===== config.mk =====
export PLATFORM = sky130hd
export DESIGN_NAME = issue_sched
export DESIGN_NICKNAME = d
export VERILOG_FILES = /design/src/rtl/issue_pkg.sv /design/src/rtl/issue_fifo.sv /design/src/rtl/issue_sched.sv
export SDC_FILE = /design/constraint.sdc
export NUM_CORES = 1
export LEC_CHECK = 0
export CAP_MARGIN = 20
export CORE_AREA = 2 2 64 66
export DETAILED_ROUTE_END_ITERATION = 7
export DIE_AREA = 0 0 66 68
export PLACE_DENSITY = 0.79
export SYNTH_ARGS = -nofsm -noshare
export SYNTH_HDL_FRONTEND = slang
export SYNTH_SLANG_ARGS = --single-unit

===== constraint.sdc =====
create_clock -name iClk -period 3.1 [get_ports iClk]
set_input_delay 0.93 -clock iClk [delete_from_list [all_inputs] [get_ports iClk]]
set_output_delay 0.93 -clock iClk [all_outputs]
set_load 0.01 [all_outputs]

===== src/rtl/issue_pkg.sv =====
// Shared types for the in-order issue scheduler.
package issue_pkg;

    localparam int ISSUE_TAG_W = 4;

    typedef enum logic [1:0] {
        UNIT_BJ  = 2'd0,
        UNIT_INT = 2'd1,
        UNIT_MEM = 2'd2,
        UNIT_MD  = 2'd3
    } unit_e;

    typedef enum logic [1:0] {
        RUN   = 2'd0,
        DRAIN = 2'd1,
        SEREX = 2'd2
    } sched_state_e;

    typedef struct packed {
        unit_e                  unit;
        logic [ISSUE_TAG_W-1:0] tag;
        logic                   serial;
        logic                   div;
    } issue_entry_t;

    function automatic logic [3:0] unit_onehot(unit_e u);
        return 4'b0001 << u;
    endfunction

endpackage


===== src/rtl/issue_fifo.sv =====
// Small synchronous FIFO of decoded ops; flush empties it in one cycle.
module issue_fifo
    import issue_pkg::*;
#(
    parameter int DEPTH = 2
) (
    input  logic         iClk,
    input  logic         iRst,
    input  logic         iPush,
    input  logic         iPop,
    input  logic         iFlush,
    input  issue_entry_t iData,
    output issue_entry_t oHead,
    output logic         oFull,
    output logic         oEmpty
);

    localparam int AW = (DEPTH > 1) ? $clog2(DEPTH) : 1;
    localparam int CW = $clog2(DEPTH) + 1;

    issue_entry_t   r_mem [DEPTH];
    logic [AW-1:0]  r_wp;
    logic [AW-1:0]  r_rp;
    logic [CW-1:0]  r_cnt;
    logic           w_pop;
    logic           w_push;

    assign oFull  = (r_cnt == CW'(DEPTH));
    assign oEmpty = (r_cnt == '0);
    assign oHead  = r_mem[r_rp];

    // A pop frees the slot in the same cycle, so a full FIFO can still push.
    assign w_pop  = iPop && !oEmpty;
    assign w_push = iPush && (!oFull || w_pop);

    always_ff @(posedge iClk) begin
        if (iRst || iFlush) begin
            r_wp  <= '0;
            r_rp  <= '0;
            r_cnt <= '0;
        end else begin
            if (w_push) r_wp <= r_wp + AW'(1);
            if (w_pop)  r_rp <= r_rp + AW'(1);
            r_cnt <= r_cnt + CW'(w_push) - CW'(w_pop);
        end
    end

    always_ff @(posedge iClk) begin
        if (w_push && !iFlush) r_mem[r_wp] <= iData;
    end

endmodule


===== src/rtl/issue_sched.sv =====
// In-order issue of the FIFO head to BJ/INT/MEM/MD units with
// mult/div busy countdown, serial-op drain and outstanding tracking.
module issue_sched
    import issue_pkg::*;
#(
    parameter int DEPTH   = 2,
    parameter int TAG_W   = ISSUE_TAG_W,
    parameter int MAX_OUT = 7,
    parameter int MUL_LAT = 3,
    parameter int DIV_LAT = 19
) (
    input  logic             iClk,
    input  logic             iRst,
    input  logic             iValid,
    output logic             oReady,
    input  logic [1:0]       iUnit,
    input  logic [TAG_W-1:0] iTag,
    input  logic             iSerial,
    input  logic             iDiv,
    input  logic [3:0]       iUnitReady,
    input  logic [3:0]       iUnitDone,
    input  logic             iFlush,
    output logic [3:0]       oIssue,
    output logic [TAG_W-1:0] oIssueTag,
    output logic             oMdBusy,
    output logic             oIdle
);

    localparam int OW = $clog2(MAX_OUT + 1);
    localparam int SW = OW + 1;
    localparam int LM = (DIV_LAT > MUL_LAT) ? DIV_LAT : MUL_LAT;
    localparam int MW = $clog2(LM + 1);

    sched_state_e  r_state;
    logic [OW-1:0] r_out;
    logic [MW-1:0] r_md_cnt;

    issue_entry_t  w_in;
    issue_entry_t  w_head;
    logic          w_full;
    logic          w_empty;
    logic          w_push;
    logic          w_permit;
    logic          w_issue;
    logic [SW-1:0] w_sum;
    logic [SW-1:0] w_dn;
    logic [OW-1:0] w_out_nxt;

    assign w_in = '{unit: unit_e'(iUnit), tag: iTag,
                    serial: iSerial, div: iDiv};
    assign w_push = iValid && oReady;

    issue_fifo #(.DEPTH(DEPTH)) u_fifo (
        .iClk   (iClk),
        .iRst   (iRst),
        .iPush  (w_push),
        .iPop   (w_issue),
        .iFlush (iFlush),
        .iData  (w_in),
        .oHead  (w_head),
        .oFull  (w_full),
        .oEmpty (w_empty)
    );

    always_comb begin
        w_permit = 1'b0;
        unique case (r_state)
            RUN:     w_permit = !w_head.serial;
            DRAIN:   w_permit = (r_out == '0) && (r_md_cnt == '0);
            default: w_permit = 1'b0;
        endcase
    end

    assign w_issue = !w_empty && iUnitReady[w_head.unit]
                  && (r_out < OW'(MAX_OUT))
                  && ((w_head.unit != UNIT_MD) || (r_md_cnt == '0))
                  && w_permit && !iFlush;

    // Net adjust; excess done pulses saturate at zero.
    assign w_sum     = {1'b0, r_out} + SW'(w_issue);
    assign w_dn      = SW'($countones(iUnitDone));
    assign w_out_nxt = (w_dn > w_sum) ? '0 : OW'(w_sum - w_dn);

    always_ff @(posedge iClk) begin
        if (iRst) begin
            r_out    <= '0;
            r_md_cnt <= '0;
        end else begin
            r_out <= w_out_nxt;
            if (w_issue && (w_head.unit == UNIT_MD))
                r_md_cnt <= w_head.div ? MW'(DIV_LAT) : MW'(MUL_LAT);
            else if (r_md_cnt != '0)
                r_md_cnt <= r_md_cnt - MW'(1);
        end
    end

    always_ff @(posedge iClk) begin
        if (iRst) begin
            r_state <= RUN;
        end else begin
            unique case (r_state)
                RUN:
                    if (!iFlush && !w_empty && w_head.serial)
                        r_state <= DRAIN;
                DRAIN:
                    if (iFlush)       r_state <= RUN;
                    else if (w_issue) r_state <= SEREX;
                SEREX:
                    if ((iUnitDone != '0) && (w_out_nxt == '0))
                        r_state <= RUN;
                default: r_state <= RUN;
            endcase
        end
    end

    always_ff @(posedge iClk) begin
        if (!iRst) assert (w_dn <= w_sum);
    end

    assign oReady    = !w_full;
    assign oIssue    = w_issue ? unit_onehot(w_head.unit) : '0;
    assign oIssueTag = w_issue ? w_head.tag : '0;
    assign oMdBusy   = (r_md_cnt != '0);
    assign oIdle     = w_empty && (r_out == '0) && (r_state == RUN);

endmodule


==> impl_results.md <==
* Worst VDD drop at 0.000496 V
* DR pass1 iterations at 4
* Share of the synthesized area in the top cell type at 29.0%
* Achievable frequency at 329 MHz
* Worst path cell trace: buf_2, mux4_2, buf_4, nand4_4, inv_2, clkdlybuf4s15_2
* Clock buffer depth at 2
* Syn avg cell area at 10.7 um2
* Sequential share of power at 32.6%
* Remaining DRCs at 0
* Final-layout fill cell count at 315
* Share of cells above drive strength 1 at 31.4%
* Worst Tran Pin Value at 0.533 ns
* GR Overflow Total at 0
* Post-Route WL at 3460 um
* Starting Density at 42.9%
* Maxcap violations at 0
* EDFF count, synth at 16
* # port buffers at 30
* Row count at 23
* DIE AREA at 4490 um2
* Crit path launch type: input port
* Critical Path RT at 2.17 ns
* Post-Syn Nets at 189
* First-pass GRT wire length at 5900 um
* Number of diodes at 0
* Clock power share at 28.1%
* H-tree depth at 2
* Synthesis-to-finish area growth at 44.9%
* Clock root buffer: clkbuf_8
* HP Class: reg -> reg
* Mapped Cells at 154
* Clk slew on worst S/H paths at 0.06 ns
* Max stage delay on crit path at 0.54 ns
* CP max stage cell: mux4_2
* Die Span Y at 68 um
* Post-route ant nets at 0
* CTS tree: done
* Post-synthesis sequential area ratio at 47.2%
* Headroom to the max-slew limit at 64.4%
* Worst path bufs/invs at 4
* Sw Ratio at 30.7%
* Pre-CTS setup slack at -0.622 ns
* Unrepaired setup endpoints after global routing: true
* Global placer's final weighted congestion at 0.750
* Detail-routed via count per cell at 4.94
* DR WL/cell at 13.3 um
* Final cell count without fillers at 260
* Endpoints failing setup at 0
* Final min period at 3.04 ns
* Fin Clk Skew at 0.00267 ns
* Flops & latches, synth at 31
* Crit path max fanout at 4
* Hold Vio Cnt, Final at 0
* Cell Pwr Density at 697 nW/um2
* Clk sinks at 31
* Vias at 1,285
* Initial antenna violation count at 0
* DP HPWL at 2500 um
* Count of cell types in the netlist at 36
* Outcome: completed
* Crit. End Element: output pin
* CTS Buf Count at 5
* Crit path max-delay family: buffers and inverters
* Placed insts at 244
* Nets at 244
* Crit path DAT at 2.11 ns
* Worst-Skew Late Latency at 0.29 ns
* Area contributors post-synth: edfxtp_1, dfxtp_1, ha_1, mux2i_1, inv_1
* Syn. warnings at 0
* Leading area contributor after synthesis: edfxtp_1
* Internal cell power at 1.16 mW
* CORE AREA at 3860 um2
* Fin util at 62.2%
* Async SR Flop Fraction at 0%
* Most used DFF post-synth: edfxtp_1
* Final Max Slew Viols at 0
* Crit Path Class: in -> out
* Hold Slack at 0.559 ns
* Pin count of the biggest net entering global routing at 14
* Setup TNS at 0 ns
* Post-synthesis cell area at 1660 um2
* Net Sw Power at 513 uW
* Number of global-route vias before repair at 1,368
* Fin crit share at 98.0%
* Combinational Power Share at 39.3%
* I/O Pins at 31
* Die Wd at 66 um
* Setup ws final at 0.0610 ns
* Initial detailed-routing violation count at 41
* GRT Total Usage at 18.0%
* Leakage power at 0.999 nW
## cells by family (layout without fill, tap and decap cells)
group | Yosys count | after routing | share of synthesized area [%]
AOI/OAI and AO/OA | 18 | 18 | 7.94
xor gates and xnor gates | 8 | 8 | 4.23
adders and majority gates | 15 | 15 | 12.2
buffers and inverters | 20 | 76 | 4.99
DFF | 31 | 31 | 47.2
muxes | 8 | 8 | 5.59
and+or+nand+nor | 54 | 54 | 17.8
## synth_stat cells (2+ instances only)
library cell	count
xnor2_1	4
a21oi_1	7
o21ai_0	4
nor3_1	11
and3_1	2
nand2_1	10
edfxtp_1	16
or3_1	2
nand3_1	2
nor2_1	11
nor3b_1	3
nor2b_1	5
xor2_1	4
fa_1	2
inv_1	17
mux2i_1	7
dfxtp_1	15
clkbuf_1	2
ha_1	13
## layer usage
layer	wire, um	global-route usage (%)	vias up	part of all wire (%)
li1	-	-	646	-
met1	1380	19.4	602	40
met2	1830	32.7	27	53
met3	145	4.77	10	4.2
met4	96	9.18	0	2.8
met5	0	0	-	0
## through the flow
| step | area, um2 | total power, mW |
|---|---|---|
| 4_1_cts | 2370 | 1.64 |
| 6_report | 2400 | 1.67 |
| 2_1_floorplan | 1700 | 0.906 |
| 3_3_place_gp | 2140 | 1.12 |
| 5_1_grt | 2400 | 1.79 |
| 3_5_place_dp | 2140 | 1.13 |
## area by class of cell
cell class                 count  area [um2]  area share (%)
clock buffer                   6        72.6            3.03
inverter                      17        63.8            2.66
multi-input combinational    103         923            38.5
timing repair buffer          51         432            18.0
sequential                    31         785            32.7
clock inverter                 2        60.1            2.50
tap                           50        62.6            2.61
## tightest hold or removal path: cells and delay by family (launching register included)
kind | cells | cell delay, ns
compound gates | 2 | 0.19
flops | 1 | 0.35
## power by group through the flow
stage	clock (mW)	combinational (mW)	sequential (mW)
final	0.470	0.657	0.544
after global routing	0.497	0.738	0.551
after CTS	0.478	0.622	0.544
after detailed placement	0	0.582	0.551
after global placement	0	0.573	0.548
after floorplan	0	0.367	0.539
## final timing paths
path / cells past startpoint / to / start / slack [ns]
hold reg to reg: 2 / r_md_cnt[4] / r_md_cnt[4] / 0.56
setup / recovery: 6 / oIssue[3] / iUnitReady[0] / 0.06
hold / removal: 2 / r_md_cnt[4] / r_md_cnt[4] / 0.56
setup reg to reg: 15 / r_state[1] / flip-flop / 0.20
## cells in the final DEF, fill, tap and decap left out, types with 3 or more instances in the layout
| cell | instances |
|---|---|
| inv_2 | 3 |
| xor2_1 | 4 |
| a21oi_1 | 6 |
| buf_2 | 6 |
| nor2b_1 | 4 |
| nor3_1 | 11 |
| nand2_1 | 10 |
| edfxtp_1 | 16 |
| nor2_1 | 8 |
| dlygate4sd2_1 | 4 |
| clkdlybuf4s50_1 | 14 |
| clkbuf_8 | 5 |
| nor2_2 | 3 |
| xnor2_1 | 3 |
| ha_4 | 5 |
| nor3b_1 | 3 |
| ha_1 | 7 |
| mux2i_1 | 7 |
| inv_1 | 14 |
| buf_4 | 19 |
| dfxtp_1 | 14 |
## repair_timing
| item | 4_1_cts | 5_1_grt |
|---|---|---|
| pin swaps | 9 | 14 |
| hold buffers | 0 | 0 |
| endpoints found under the setup margin | 12 | 11 |
| buffers inserted | 8 | 1 |
| resized for setup | 53 | 14 |
## sequential cells by signal, indices dropped and copies added, names as in the netlist, named ones only
register and count:
r_md_cnt 5, u_fifo.r_mem 16, u_fifo.r_wp 1, r_out 3, r_state 2, u_fifo.r_rp 1
u_fifo.r_cnt 2
Power figures use the tool's default switching activity.
